==> src/rtl/mem_ctrl.sv <==
// Load/store unit between the EX stage and a single-beat data-memory bus.
// Handles lane steering, sign/zero extension, LL/SC link state, bus timeout and flush.
module mem_ctrl #(
   parameter int AW      = 32,
   parameter int TIMEOUT = 16,
   parameter int BIG_END = 0
) (
   input  logic          clk,
   input  logic          rst,
   input  logic          ex_valid,
   input  logic [5:0]    ex_op,
   input  logic [AW-1:0] ex_addr,
   input  logic [31:0]   ex_wdata,
   input  logic [31:0]   ex_result,
   input  logic [4:0]    ex_rd,
   input  logic          ex_regwr,
   output logic          ex_ready,
   input  logic          flush,
   output logic          mem_req,
   output logic          mem_we,
   output logic [3:0]    mem_be,
   output logic [AW-1:0] mem_addr,
   output logic [31:0]   mem_wdata,
   input  logic          mem_ack,
   input  logic [31:0]   mem_rdata,
   output logic          wb_valid,
   output logic          wb_wr,
   output logic [4:0]    wb_addr,
   output logic [31:0]   wb_data,
   output logic          exc_adel,
   output logic          exc_ades,
   output logic          exc_bus,
   output logic          dbg_state,
   output logic          dbg_llbit
);

   localparam logic [5:0] OP_LB  = 6'b100000;
   localparam logic [5:0] OP_LH  = 6'b100001;
   localparam logic [5:0] OP_LW  = 6'b100011;
   localparam logic [5:0] OP_LBU = 6'b100100;
   localparam logic [5:0] OP_LHU = 6'b100101;
   localparam logic [5:0] OP_SB  = 6'b101000;
   localparam logic [5:0] OP_SH  = 6'b101001;
   localparam logic [5:0] OP_SW  = 6'b101011;
   localparam logic [5:0] OP_LL  = 6'b110000;
   localparam logic [5:0] OP_SC  = 6'b111000;

   typedef enum logic {S_IDLE, S_WAIT} state_t;

   state_t          state_q, state_d;
   logic            mem_req_q, mem_req_d, mem_we_q, mem_we_d;
   logic [3:0]      mem_be_q, mem_be_d;
   logic [AW-1:0]   mem_addr_q, mem_addr_d;
   logic [31:0]     mem_wdata_q, mem_wdata_d;
   logic [5:0]      op_q, op_d;
   logic [4:0]      rd_q, rd_d;
   logic [7:0]      cnt_q, cnt_d;
   logic            llbit_q, llbit_d;
   logic [AW-3:0]   lladdr_q, lladdr_d;
   logic            wb_valid_q, wb_valid_d, wb_wr_q, wb_wr_d;
   logic [4:0]      wb_addr_q, wb_addr_d;
   logic [31:0]     wb_data_q, wb_data_d;
   logic            exc_adel_q, exc_adel_d, exc_ades_q, exc_ades_d, exc_bus_q, exc_bus_d;

   logic            is_load, is_store, is_byte, is_half, is_word, misaligned, ll_match;
   logic [1:0]      in_lane, rd_lane;
   logic            in_hi, rd_hi;
   logic [3:0]      in_be;
   logic [31:0]     in_wdata, load_data;
   logic [7:0]      rd_byte;
   logic [15:0]     rd_half;

   assign is_load  = ex_op inside {OP_LB, OP_LH, OP_LW, OP_LBU, OP_LHU, OP_LL};
   assign is_store = ex_op inside {OP_SB, OP_SH, OP_SW, OP_SC};
   assign is_byte  = ex_op inside {OP_LB, OP_LBU, OP_SB};
   assign is_half  = ex_op inside {OP_LH, OP_LHU, OP_SH};
   assign is_word  = ex_op inside {OP_LW, OP_SW, OP_LL, OP_SC};
   assign misaligned = (is_half & ex_addr[0]) | (is_word & (|ex_addr[1:0]));
   assign ll_match = llbit_q && (lladdr_q == ex_addr[AW-1:2]);

   // Big-endian lane number is 3-addr[1:0], i.e. the bitwise inverse.
   assign in_lane = (BIG_END != 0) ? ~ex_addr[1:0] : ex_addr[1:0];
   assign in_hi   = ex_addr[1] ^ (BIG_END != 0);
   assign rd_lane = (BIG_END != 0) ? ~mem_addr_q[1:0] : mem_addr_q[1:0];
   assign rd_hi   = mem_addr_q[1] ^ (BIG_END != 0);

   always_comb begin
      in_be    = 4'b1111;
      in_wdata = ex_wdata;
      if (is_byte) begin
         in_be    = 4'b0001 << in_lane;
         in_wdata = {4{ex_wdata[7:0]}};
      end else if (is_half) begin
         in_be    = in_hi ? 4'b1100 : 4'b0011;
         in_wdata = {2{ex_wdata[15:0]}};
      end
   end

   always_comb begin
      rd_byte = mem_rdata[{rd_lane, 3'b000} +: 8];
      rd_half = rd_hi ? mem_rdata[31:16] : mem_rdata[15:0];
      case (op_q)
         OP_LB:   load_data = {{24{rd_byte[7]}}, rd_byte};
         OP_LBU:  load_data = {24'd0, rd_byte};
         OP_LH:   load_data = {{16{rd_half[15]}}, rd_half};
         OP_LHU:  load_data = {16'd0, rd_half};
         default: load_data = mem_rdata;
      endcase
   end

   always_comb begin
      state_d     = state_q;
      mem_req_d   = mem_req_q;
      mem_we_d    = mem_we_q;
      mem_be_d    = mem_be_q;
      mem_addr_d  = mem_addr_q;
      mem_wdata_d = mem_wdata_q;
      op_d        = op_q;
      rd_d        = rd_q;
      cnt_d       = cnt_q;
      llbit_d     = llbit_q;
      lladdr_d    = lladdr_q;
      wb_valid_d  = 1'b0;
      wb_wr_d     = wb_wr_q;
      wb_addr_d   = wb_addr_q;
      wb_data_d   = wb_data_q;
      exc_adel_d  = 1'b0;
      exc_ades_d  = 1'b0;
      exc_bus_d   = 1'b0;
      case (state_q)
         S_IDLE: begin
            if (flush) begin
               llbit_d = 1'b0;
            end else if (ex_valid) begin
               if (!is_load && !is_store) begin
                  wb_valid_d = 1'b1;
                  wb_wr_d    = ex_regwr;
                  wb_addr_d  = ex_rd;
                  wb_data_d  = ex_result;
               end else if (misaligned) begin
                  exc_adel_d = is_load;
                  exc_ades_d = is_store;
               end else if ((ex_op == OP_SC) && !ll_match) begin
                  wb_valid_d = 1'b1;
                  wb_wr_d    = 1'b1;
                  wb_addr_d  = ex_rd;
                  wb_data_d  = 32'd0;
               end else begin
                  state_d     = S_WAIT;
                  mem_req_d   = 1'b1;
                  mem_we_d    = is_store;
                  mem_be_d    = in_be;
                  mem_addr_d  = ex_addr;
                  mem_wdata_d = in_wdata;
                  op_d        = ex_op;
                  rd_d        = ex_rd;
                  cnt_d       = 8'd0;
                  // A successful SC consumes the link as soon as it is committed to the bus.
                  if (ex_op == OP_SC)
                     llbit_d = 1'b0;
               end
            end
         end
         S_WAIT: begin
            if (flush) begin
               state_d   = S_IDLE;
               mem_req_d = 1'b0;
               llbit_d   = 1'b0;
            end else if (mem_ack) begin
               state_d   = S_IDLE;
               mem_req_d = 1'b0;
               if (!mem_we_q) begin
                  wb_valid_d = 1'b1;
                  wb_wr_d    = 1'b1;
                  wb_addr_d  = rd_q;
                  wb_data_d  = load_data;
               end else if (op_q == OP_SC) begin
                  wb_valid_d = 1'b1;
                  wb_wr_d    = 1'b1;
                  wb_addr_d  = rd_q;
                  wb_data_d  = 32'd1;
               end else if (lladdr_q == mem_addr_q[AW-1:2]) begin
                  llbit_d = 1'b0;
               end
               if (op_q == OP_LL) begin
                  llbit_d  = 1'b1;
                  lladdr_d = mem_addr_q[AW-1:2];
               end
            end else if (cnt_q == 8'(TIMEOUT - 1)) begin
               state_d   = S_IDLE;
               mem_req_d = 1'b0;
               exc_bus_d = 1'b1;
            end else begin
               cnt_d = cnt_q + 8'd1;
            end
         end
         default: state_d = S_IDLE;
      endcase
   end

   always_ff @(posedge clk or negedge rst) begin
      if (!rst) begin
         state_q     <= S_IDLE;
         mem_req_q   <= 1'b0;
         mem_we_q    <= 1'b0;
         mem_be_q    <= 4'd0;
         mem_addr_q  <= '0;
         mem_wdata_q <= 32'd0;
         op_q        <= 6'd0;
         rd_q        <= 5'd0;
         cnt_q       <= 8'd0;
         llbit_q     <= 1'b0;
         lladdr_q    <= '0;
         wb_valid_q  <= 1'b0;
         wb_wr_q     <= 1'b0;
         wb_addr_q   <= 5'd0;
         wb_data_q   <= 32'd0;
         exc_adel_q  <= 1'b0;
         exc_ades_q  <= 1'b0;
         exc_bus_q   <= 1'b0;
      end else begin
         state_q     <= state_d;
         mem_req_q   <= mem_req_d;
         mem_we_q    <= mem_we_d;
         mem_be_q    <= mem_be_d;
         mem_addr_q  <= mem_addr_d;
         mem_wdata_q <= mem_wdata_d;
         op_q        <= op_d;
         rd_q        <= rd_d;
         cnt_q       <= cnt_d;
         llbit_q     <= llbit_d;
         lladdr_q    <= lladdr_d;
         wb_valid_q  <= wb_valid_d;
         wb_wr_q     <= wb_wr_d;
         wb_addr_q   <= wb_addr_d;
         wb_data_q   <= wb_data_d;
         exc_adel_q  <= exc_adel_d;
         exc_ades_q  <= exc_ades_d;
         exc_bus_q   <= exc_bus_d;
      end
   end

   // ex_valid/ex_ready: an instruction is taken on a rising edge where both are high;
   // the EX stage must hold its fields stable while ex_ready is low.
   assign ex_ready  = (state_q == S_IDLE);
   assign mem_req   = mem_req_q;
   assign mem_we    = mem_we_q;
   assign mem_be    = mem_be_q;
   assign mem_addr  = mem_addr_q;
   assign mem_wdata = mem_wdata_q;
   assign wb_valid  = wb_valid_q;
   assign wb_wr     = wb_wr_q;
   assign wb_addr   = wb_addr_q;
   assign wb_data   = wb_data_q;
   assign exc_adel  = exc_adel_q;
   assign exc_ades  = exc_ades_q;
   assign exc_bus   = exc_bus_q;
   assign dbg_state = (state_q == S_WAIT);
   assign dbg_llbit = llbit_q;

endmodule

==> config.mk <==
export PLATFORM = sky130hd
export DESIGN_NAME = mem_ctrl
export DESIGN_NICKNAME = d
export VERILOG_FILES = /design/src/rtl/mem_ctrl.sv
export SDC_FILE = /design/constraint.sdc
export NUM_CORES = 1
export LEC_CHECK = 0
export CELL_PAD_IN_SITES_DETAIL_PLACEMENT = 2
export CELL_PAD_IN_SITES_GLOBAL_PLACEMENT = 2
export CORE_MARGIN = 2
export CORE_UTILIZATION = 30
export DETAILED_ROUTE_END_ITERATION = 10
export PLACE_DENSITY_LB_ADDON = 0.1
export RECOVER_POWER = 50
export SYNTH_ARGS = -nofsm -noshare
export SYNTH_HDL_FRONTEND = slang
export SYNTH_SLANG_ARGS = --single-unit
export TNS_END_PERCENT = 10
==> constraint.sdc <==
create_clock -name clk -period 2.8 [get_ports clk]
set_clock_uncertainty 0.05 [all_clocks]
set_input_delay 0.28 -clock clk [delete_from_list [all_inputs] [get_ports clk]]
set_output_delay 0.28 -clock clk [all_outputs]
set_load 0.01 [all_outputs]
==> metrics.md, run 1 <==
| Metric | Value |
|---|---|
| Status | `finished, violations left` |
| Failing checks | `capacitance limit, slew limit` |
| Seq cells post-synth | `about 160` |
| Worst Setup Start Kind | `flop` |
| Crit path DAT | `roughly 3.0 ns` |
| Fin crit period | `~2.8 ns` |
| Synth Area in Compound Gates | `8.25%` |
| Layout Nets | `between 1000 and 1500` |
| Xor and xnor fraction of the mapped netlist area | `6.15%` |
| Hold path startpoint | `mem_wdata[27]` |
| Min-delay worst type | `reg -> reg` |
| Gate power share | `between 30 and 40%` |
| I/O pin count | `260` |
| Yosys warning count | `0` |
| CTS Buffer Depth | `2` |
| Sequential area share after synthesis | `47.8%` |
| Worst path cell trace | `xor2_1 -> nor4_2 -> buf_4 -> nand4_1 -> nor4_4 -> buf_4 -> o31a_4 -> clkbuf_16 -> mux2_2` |
| Count of final setup violators | `0` |
| Worst-margin pin slew | `around 1.8 ns` |
| Fin. max-slew vios | `67` |
| WL final | `29900 um` |
| Pint | `roughly 0.0058 W` |
| Setup crit end kind | `flop` |
| Post-DRT Antenna Nets | `0` |
| Die ar. | `roughly 0.030 mm2` |
| Simple-gate area share of the yosys netlist | `about 10%` |
| Largest family of logic cells by synthesized area | `multiplexers` |
| LEAKAGE | `~5.4 nW` |
| WS Path Type | `reg -> reg` |
| Main synth FF type | `dfrtp_1` |
| Post-synth net total | `889` |
| First-pass GRT wire length | `46300 um` |
| CTS Buf Count | `17` |
| CP Data Required Time | `a little over 3 ns` |
| Initial antenna violation count | `1` |
| Slowest-stage cell, CP | `dfrtp_1` |
| RSZ-0062 raised after global routing | `true` |
| Hpwl dp | `approximately 22000 um` |
| Pre-Repair DR Iteration Count | `4` |
| Sequential Power Share | `about two fifths` |
| Std cell rows | `61` |
| Hold endpoint | `mem_wdata[27]` |
| Sink Count | `163` |
| Final Hold Slack | `around 0.43 ns` |
| Net switching power | `0.00268 W` |
| Root buf cell | `clkbuf_16` |
| Switch share | `a little under a third` |
| Post-synth EDFFs | `0` |
| Final core utilization | `about 45%` |
| Multiplexer share of the synthesized area | `roughly a quarter` |
| Clk pwr share | `29.2%` |
| WL/cell | `around 21 um` |
| Starting Density | `a little under a third` |
| Number of remaining DRC errors | `0` |
| Hold path depth | `1` |
| Avg Cell Area, Syn | `11.5 um2` |
| Via/cell ratio | `between 4 and 5` |
| Layout cells sized above 1 | `around 22%` |
| Via count | `~6900` |
| Crit Reg-Reg Startpoint | `lladdr_q[4]` |
| Crit. Startpoint | `lladdr_q[4]` |
| Die Wd | `around 170 um` |
| Area delta synth->final | `46.6%` |
| H-tree levels | `4` |
| Remaining global-route overflow | `0` |
| CTS tree | `yes` |
| Worst Reg-to-Reg Cells | `9` |
| Max cap viols | `1` |
| Largest net degree at the start of global routing | `68` |
| Skew-Pair Late Insertion Delay | `between 0.4 and 0.5 ns` |
| GR Util All Layers | `about a fifth` |
| Final-report hold violation count | `0` |
| Core area | `0.0279 mm2` |
| Worst rel slew slack | `-19.2%` |
| Worst-path fanout max | `9` |
| Flop2flop setup slack | `about 0.032 ns` |
| Critical path's most frequent cell | `buf_4` |
| Fmax | `361 MHz` |
| Gpl congestion | `about 0.77` |
| Vias in the first global route | `approximately 7700` |
| Cell area after synthesis | `between 0.008 and 0.009 mm2` |
| Max VDD drop | `roughly 0.37 mV` |
| Die H | `approximately 170 um` |
| Worst R2R End | `wb_addr[1]` |
| Setup TNS Final | `0 ns` |
| Reg clk slew, reported paths | `around 0.07 ns` |
| Initial DRC count | `around 260` |
| Cells after synthesis | `about 740` |
| IO Port Bufs | `roughly 260` |
| Ys async rst share | `100%` |
| Post-Synth Adder-Cell Area | `0.146%` |
| Cell Pwr Density | `roughly 680 mW/mm2` |
| Post-synthesis cell type count | `61` |
| Final worst-path cycle share | `a little over nine tenths` |
| Worst path max stage delay | `about 0.40 ns` |
-- worst max-delay path by stage --
stage,end,slack (ns),cells past startpoint
3_3_place_gp,wb_data[25],-0.37,9
6_report,wb_addr[1],0.03,9
4_1_cts,mem_wdata[16],0.0003,9
5_1_grt,wb_addr[1],-0.005,9
2_1_floorplan,wb_data[4],0.34,8
3_5_place_dp,wb_data[29],-0.41,9
-- stage by stage --
step	instance area, um2	std cells	total power, W	worst slack [ns]
2_1_floorplan	8540	743	0.00444	0.336
3_3_place_gp	11800	1381	0.00604	-0.369
3_5_place_dp	11800	1381	0.00611	-0.410
4_1_cts	12500	1415	0.00866	0.000305
5_1_grt	12500	1419	0.00892	-0.00478
6_report	12500	1420	0.00845	0.0320
-- per-layer routing --
layer | part of all wire, % | GRT usage [%] | vias up | routed length (um)
met3 | 3.6 | 3.78 | 21 | 1080
met2 | 50 | 34.7 | 157 | 14900
met5 | 0 | 0 | - | 0
met4 | 1.1 | 4.17 | 0 | 339
met1 | 45 | 26.0 | 3496 | 13500
li1 | - | - | 3225 | -
-- registers in the layout, indices dropped and copies added (netlist names), 5 cells and up --
name	cells
wb_addr	5
mem_addr	32
rd_q	5
cnt_q	8
op_q	6
mem_wdata	32
wb_data	32
lladdr_q	30
-- kinds of logic (layout without fill, tap and decap cells) --
group                    count (synthesis)  in the layout
AND/OR/NAND/NOR                        170            170
buffers and inverters                   56            354
multiplexers                           185            185
other                                    0              1
AO/OA/AOI/OAI                          108            108
XOR/XNOR                                60             60
adder cells (fa/ha/maj)                  1              1
flip-flops                             163            163
-- synthesized netlist by cell type, types with 3 or more instances --
cell type	count	share of area [%]
nand4_1	13	0.95
nor2_1	41	1.8
nor3_1	9	0.53
nor2b_1	8	0.59
xor2_1	22	2.3
a31oi_1	7	0.51
nand2_1	54	2.4
buf_6	7	0.92
mux2i_1	17	2.0
clkbuf_1	21	0.92
nand2b_1	7	0.51
buf_1	5	0.22
nand3_1	16	0.94
o221ai_1	3	0.31
xnor2_1	38	3.9
o22ai_1	4	0.29
mux2_1	32	4.2
buf_4	3	0.26
o21ai_0	33	1.9
buf_8	3	0.53
inv_1	15	0.66
a221o_1	4	0.47
mux2_2	135	18
nor4_1	5	0.37
a21oi_1	24	1.4
a22o_1	9	0.92
dfrtp_1	163	48
-- final cells by class --
| type | count | area (um2) |
|---|---|---|
| diodes | 1 | 2.50 |
| clock buffers | 18 | 439 |
| clock inverters | 14 | 163 |
| fillers | 2903 | 15400 |
| inverters | 15 | 56.3 |
| multi-input cells | 524 | 4200 |
| flip-flops and latches | 163 | 4080 |
| well taps | 378 | 473 |
| repair buffers | 307 | 3110 |
-- power by group through the flow --
stage / Sequential, W / Clock, W / Combinational, W
4_1_cts: 0.00328 / 0.00254 / 0.00284
3_3_place_gp: 0.00330 / 0 / 0.00274
6_report: 0.00326 / 0.00247 / 0.00272
5_1_grt: 0.00335 / 0.00264 / 0.00294
2_1_floorplan: 0.00344 / 0 / 0.00100
3_5_place_dp: 0.00332 / 0 / 0.00279
-- worst max-delay path: cells and delay by family (launching register included) --
family | cells | cell delay [ns]
muxes | 1 | 0.33
DFF | 1 | 0.40
and+or+nand+nor | 3 | 0.90
xor gates and xnor gates | 1 | 0.17
AOI/OAI and AO/OA | 1 | 0.22
buffers and inverters | 3 | 0.57
-- cells in the final DEF (no fill, tap or decap), types with 13 or more instances in the layout --
cell type,Yosys,final
mux2i_1,17,17
a21oi_1,24,23
o21ai_0,33,33
xnor2_1,38,38
nand3_1,16,16
nand4_1,13,13
mux2_1,32,32
nand2_1,54,54
dfrtp_1,163,163
inv_1,15,15
mux2_2,135,134
xor2_1,22,22
nor2_1,41,41
clkbuf_16,0,19
buf_4,3,34
clkdlybuf4s50_1,0,207
dlygate4sd3_1,0,52
-- what timing repair did --
| action | in CTS | in global routing |
|---|---|---|
| endpoints found under the hold margin | 65 | 0 |
| resized for setup | 3 | 3 |
| setup endpoints to repair | 60 | 54 |
| pin swaps | 2 | 1 |
| gates cloned | 1 | 2 |
| hold buffers | 1 | 0 |
| setup buffers | 0 | 2 |
(Power assumes the default switching activity.)
==> run 2, diff against run 1 <==
--- a/config.mk
+++ b/config.mk
@@ -15,4 +15,3 @@
 export SYNTH_ARGS = -nofsm -noshare
 export SYNTH_HDL_FRONTEND = slang
 export SYNTH_SLANG_ARGS = --single-unit
-export TNS_END_PERCENT = 10
==> run 2 against run 1 <==
The flow still finishes with violations (capacitance limit, slew limit). Global-route usage unchanged. Clock power about the same. Clock-buffer cell count unchanged. Routed wire length unchanged. Non-clock buffer count unchanged. Via count up 0.10%.
==> metrics.md, run 2 (synthesis gave the netlist of run 1 again) <==
| Metric | Value |
|---|---|
| Cell Pwr Density | `a little under 700 mW/mm2` |
| Post-route cell area | `0.0125 mm2` |
| Vias in the first global route | `between 7000 and 8000` |
| GR Util All Layers | `approximately 20%` |
| H-tree levels | `4` |
| Cell count after placement | `1381` |
| Die ar. | `about 0.030 mm2` |
| Worst path cell trace | `xor2_1 -> nor4_2 -> buf_4 -> nand4_1 -> nor4_4 -> buf_4 -> o31a_4 -> clkbuf_16 -> mux2_2` |
| First-pass GRT wire length | `46300 um` |
| Critical path depth | `9` |
| Worst rel slew slack | `-19.3%` |
| Max VDD drop | `0.372 mV` |
| Layout cells sized above 1 | `approximately 22%` |
| Worst path max stage delay | `~0.40 ns` |
| Met3 Routed Length | `1060 um` |
| CTS Buffer Depth | `2` |
| Count of final setup violators | `0` |
| Slowest-stage cell, CP | `dfrtp_1` |
| Fillers | `between 2000 and 3000` |
| WL final | `~30000 um` |
| CTS Buf Count | `17` |
| Commonest cells after routing, fill and taps aside | `207 x clkdlybuf4s50_1, 163 x dfrtp_1, 134 x mux2_2` |
| RSZ-0062 raised after global routing | `true` |
| Skew-Pair Late Insertion Delay | `about 0.43 ns` |
| Area delta synth->final | `46.6%` |
| Pre-CTS setup slack | `-0.410 ns` |
| Initial DRC count | `between 200 and 300` |
| Most common cell after layout, fill and taps aside | `clkdlybuf4s50_1` |
| Sink Count | `163` |
| Pint | `a little under 0.006 W` |
| Fmax | `361 MHz` |
| Number of remaining DRC errors | `0` |
| Layout Nets | `roughly 1200` |
| Remaining global-route overflow | `0` |
| WS Path Type | `reg -> reg` |
| CP Data Required Time | `3.06 ns` |
| Total power | `0.00845 W` |
| Switch share | `approximately a third` |
| Initial antenna violation count | `1` |
| Clk pwr share | `between 20 and 30%` |
| Highest routed layer | `met4` |
| Final core utilization | `approximately 45%` |
| Min-delay worst type | `reg -> reg` |
| Post-Route M1 WL | `13500 um` |
| Std cell rows | `61` |
| Crit path DAT | `between 3 and 4 ns` |
| Hold path depth | `1` |
| Via count | `between 6000 and 7000` |
| CP bufs+invs | `3` |
| Reg clk slew, reported paths | `approximately 0.07 ns` |
| Worst-margin pin slew | `approximately 1.8 ns` |
| Final worst-path cycle share | `a little over nine tenths` |
| IO Port Bufs | `approximately 260` |
| Max cap viols | `1` |
| Post-DRT Antenna Nets | `0` |
| Fin crit period | `2.77 ns` |
| LEAKAGE | `approximately 5.4 nW` |
| Met2 wire len | `~15000 um` |
| Die H | `~170 um` |
| Worst Setup Start Kind | `flop` |
| Status | `finished, violations left` |
| Root buf cell | `clkbuf_16` |
| Gate power share | `32.2%` |
| Largest net degree at the start of global routing | `around 70` |
| Die Wd | `around 170 um` |
| Core area | `around 0.028 mm2` |
| Setup crit end kind | `flop` |
| WL/cell | `roughly 21 um` |
| Antenna diode count | `0` |
| Finished Layout Cells | `1419` |
| Final-report hold violation count | `0` |
| Gpl congestion | `a little under 0.8` |
| Final setup margin | `about 0.033 ns` |
| Critical path's most frequent cell | `buf_4` |
| Hpwl dp | `~22000 um` |
| Worst-path fanout max | `9` |
| Sequential Power Share | `approximately two fifths` |
| Area after DPL | `roughly 0.012 mm2` |
| CTS tree | `yes` |
| Crit-path leading delay family | `simple AND/OR/NAND/NOR gates` |
| I/O pin count | `260` |
| Starting Density | `30.6%` |
| Fin. max-slew vios | `between 60 and 70` |
| Pre-Repair DR Iteration Count | `4` |
| Via/cell ratio | `between 4 and 5` |
| Worst Reg-to-Reg Cells | `9` |
| Net switching power | `approximately 0.0027 W` |
| Failing checks | `capacitance limit, slew limit` |
run 2: worst paths after layout:
check                                    from       endpoint  slack (ns)
worst min register to register  mem_wdata[27]  mem_wdata[27]        0.43
max in group asynchronous                 rst   lladdr_q[14]        0.57
worst max-delay path              lladdr_q[4]     wb_addr[1]        0.03
min in group asynchronous                 rst    wb_data[24]        0.82
worst min-delay path            mem_wdata[27]  mem_wdata[27]        0.43
worst max register to register    lladdr_q[4]     wb_addr[1]        0.03
run 2: cell type report:
cell class,count,area (um2),share of cell area [%]
clock buffer,18,439,3.51
clock inverter,14,163,1.30
inverter,15,56.3,0.450
multi-input combinational,524,4200,33.5
sequential,163,4080,32.6
tap,378,473,3.78
timing repair buffer,307,3110,24.9
run 2: metrics by stage:
stage	setup TNS, ns	hold WS, ns
6_report	0	0.428
5_1_grt	-0.0158	0.441
4_1_cts	0	0.409
3_5_place_dp	-37.18	0.287
3_3_place_gp	-32.81	0.287
2_1_floorplan	0	-0.0656
run 2: worst register-to-register path, delay by kind of cell, from the launching register on:
| family | cells | cell delay [ns] |
|---|---|---|
| and+or+nand+nor | 3 | 0.91 |
| muxes | 1 | 0.34 |
| xor gates and xnor gates | 1 | 0.17 |
| AOI/OAI and AO/OA | 1 | 0.22 |
| buffers and inverters | 3 | 0.58 |
| DFF | 1 | 0.40 |
run 2: power groups by stage:
stage / Combinational (W) / Sequential, W / Clock, W
finish: 0.00272 / 0.00326 / 0.00247
global route: 0.00294 / 0.00335 / 0.00264
CTS: 0.00284 / 0.00328 / 0.00254
detailed placement: 0.00279 / 0.00332 / 0
global placement: 0.00274 / 0.00330 / 0
floorplan: 0.00100 / 0.00344 / 0
run 2: routing by layer:
metal | vias to the layer above | track usage (%)
met5 | - | 0
met2 | 154 | 34.7
met3 | 21 | 3.78
met1 | 3508 | 26.0
li1 | 3223 | -
met4 | 0 | 4.17
run 2: repair_timing:
item	CTS	global route
endpoints found under the hold margin	65	0
gates resized for setup	3	3
buffers inserted	0	2
setup endpoints to repair	60	54
pin swaps	2	1
hold buffers	1	0
gates cloned	1	2
==> run 3, diff against run 2 <==
--- a/config.mk
+++ b/config.mk
@@ -10,6 +10,7 @@
 export CORE_MARGIN = 2
 export CORE_UTILIZATION = 30
 export DETAILED_ROUTE_END_ITERATION = 10
+export MAX_ROUTING_LAYER = met4
 export PLACE_DENSITY_LB_ADDON = 0.1
 export RECOVER_POWER = 50
 export SYNTH_ARGS = -nofsm -noshare
==> run 3 against run 2 <==
Highest routed layer unchanged. Sequential cell count stayed put. The flow still finishes with violations (capacitance limit, slew limit). Via count is 0.22% higher. Design area is 0.11% higher. Routed wire length hardly changed. Sequential power hardly changed. Critical path depth stayed put. Critical path type unchanged.
==> metrics.md, run 3 (synthesis gave the netlist of run 1 again) <==
| Metric | Value |
|---|---|
| Total power | `0.00845 W` |
| Die ar. | `about 0.03 mm2` |
| Final core utilization | `44.9%` |
| Pint | `approximately 0.0058 W` |
| Worst-path fanout max | `9` |
| WL/cell | `around 21 um` |
| Status | `finished, violations left` |
| Pre-CTS setup slack | `-0.410 ns` |
| Reg clk slew, reported paths | `0.07 ns` |
| Number of remaining DRC errors | `0` |
| Starting Density | `between 30% and 40%` |
| Net switching power | `0.00268 W` |
| Max VDD drop | `~0.37 mV` |
| Cell Pwr Density | `674 mW/mm2` |
| CTS Buf Count | `17` |
| Sink Count | `163` |
| Post-route cell area | `approximately 0.013 mm2` |
| Die H | `~170 um` |
| CTS Buffer Depth | `2` |
| Area delta synth->final | `46.7%` |
| Die Wd | `approximately 170 um` |
| Root buf cell | `clkbuf_16` |
| Finished Layout Cells | `1421` |
| Vias in the first global route | `slightly below 8000` |
| Max cap viols | `1` |
| First-pass GRT wire length | `around 46000 um` |
| Worst rel slew slack | `-20.8%` |
| Count of final setup violators | `0` |
| Critical path's most frequent cell | `buf_4` |
| Final setup margin | `about 0.04 ns` |
| Slowest-stage cell, CP | `dfrtp_1` |
| Via/cell ratio | `between 4 and 5` |
| Switch share | `between 30% and 40%` |
| Sequential Power Share | `approximately two fifths` |
| RSZ-0062 raised after global routing | `true` |
| Post-DRT Antenna Nets | `0` |
| Area after DPL | `roughly 0.012 mm2` |
| Via count | `~6900` |
| Worst path cell trace | `xor2_1 -> nor4_2 -> buf_4 -> nand4_1 -> nor4_4 -> buf_4 -> o31a_4 -> clkbuf_16 -> mux2_2` |
| Commonest cells after routing, fill and taps aside | `207 x clkdlybuf4s50_1, 163 x dfrtp_1, 134 x mux2_2` |
| Worst Setup Start Kind | `flop` |
| Layout Nets | `about 1200` |
| CP bufs+invs | `3` |
| Layout cells sized above 1 | `21.9%` |
| GR Util All Layers | `between 20% and 30%` |
| Final-report hold violation count | `0` |
| Setup crit end kind | `flop` |
| Initial DRC count | `roughly 320` |
| CTS tree | `yes` |
| CP Data Required Time | `slightly above 3 ns` |
| Cell count after placement | `between 1000 and 1500` |
| WL final | `29900 um` |
| Failing checks | `capacitance limit, slew limit` |
| Core area | `roughly 0.028 mm2` |
| Clk pwr share | `between 20 and 30%` |
| Skew-Pair Late Insertion Delay | `0.43 ns` |
| Gate power share | `between 30% and 40%` |
| Worst path max stage delay | `approximately 0.4 ns` |
| Fillers | `2900` |
| I/O pin count | `260` |
| H-tree levels | `4` |
| Crit-path leading delay family | `simple AND/OR/NAND/NOR gates` |
| Min-delay worst type | `reg -> reg` |
| Initial antenna violation count | `1` |
| Fmax | `between 300 and 400 MHz` |
| Remaining global-route overflow | `0` |
| Gpl congestion | `between 0.7 and 0.8` |
| Fin crit period | `between 2 and 3 ns` |
| Most common cell after layout, fill and taps aside | `clkdlybuf4s50_1` |
| IO Port Bufs | `~260` |
| Fin. max-slew vios | `66` |
| Worst-margin pin slew | `roughly 1.8 ns` |
| Std cell rows | `61` |
| WS Path Type | `reg -> reg` |
| Pre-Repair DR Iteration Count | `4` |
| Crit path DAT | `between 3 and 4 ns` |
| Hpwl dp | `between 20000 and 25000 um` |
| LEAKAGE | `around 5.4 nW` |
| Largest net degree at the start of global routing | `slightly below 70` |
| Final worst-path cycle share | `between 90% and 100%` |
==> run 3: power groups by stage <==
stage	combinational (W)	sequential, W	clock, W
after floorplan	0.00100	0.00344	0
after global placement	0.00274	0.00330	0
after detailed placement	0.00279	0.00332	0
after CTS	0.00284	0.00328	0.00254
after global routing	0.00294	0.00335	0.00263
final	0.00272	0.00326	0.00247
==> run 3: layer usage <==
layer / wire length (um) / track usage (%) / vias to the layer above
li1: - / - / 3229
met1: 13500 / 25.9 / 3510
met2: 15000 / 34.9 / 159
met3: 1090 / 3.69 / 23
met4: 340 / 4.17 / 0
met5: 0 / - / -
==> run 3: per-stage QoR <==
step                      hold slack [ns]  setup TNS [ns]
final                               0.427               0
after global placement              0.287          -32.81
after floorplan                   -0.0656               0
after CTS                           0.409               0
after detailed placement            0.287          -37.18
after global routing                0.442         -0.0201
==> run 3: cell type report <==
cell class	count	area, um2	area share, %
Timing Repair Buffer	307	3120	24.9
Inverter	15	56.3	0.449
Sequential cell	163	4080	32.5
Tap cell	378	473	3.77
Antenna cell	2	5.00	0.0399
Clock buffer	18	439	3.50
Multi-Input combinational cell	524	4200	33.5
Clock inverter	14	163	1.30
==> run 3: worst paths after layout <==
check / from / end / slack (ns) / depth (start not counted)
hold / removal: mem_wdata[27] / mem_wdata[27] / 0.43 / 1
min in group asynchronous: rst / wb_data[24] / 0.83 / 2
setup reg to reg: lladdr_q[4] / wb_addr[1] / 0.04 / 9
setup / recovery: lladdr_q[4] / wb_addr[1] / 0.04 / 9
hold reg to reg: mem_wdata[27] / mem_wdata[27] / 0.43 / 1
max in group asynchronous: rst / lladdr_q[14] / 0.77 / 3
==> run 3: repair_timing <==
| action | in CTS | in global routing |
|---|---|---|
| hold buffers | 1 | 0 |
| gates resized for setup | 3 | 3 |
| setup buffers | 0 | 2 |
| gates cloned | 1 | 2 |
| pin swaps | 2 | 1 |
| hold endpoints to repair | 65 | 0 |
| endpoints found under the setup margin | 60 | 54 |
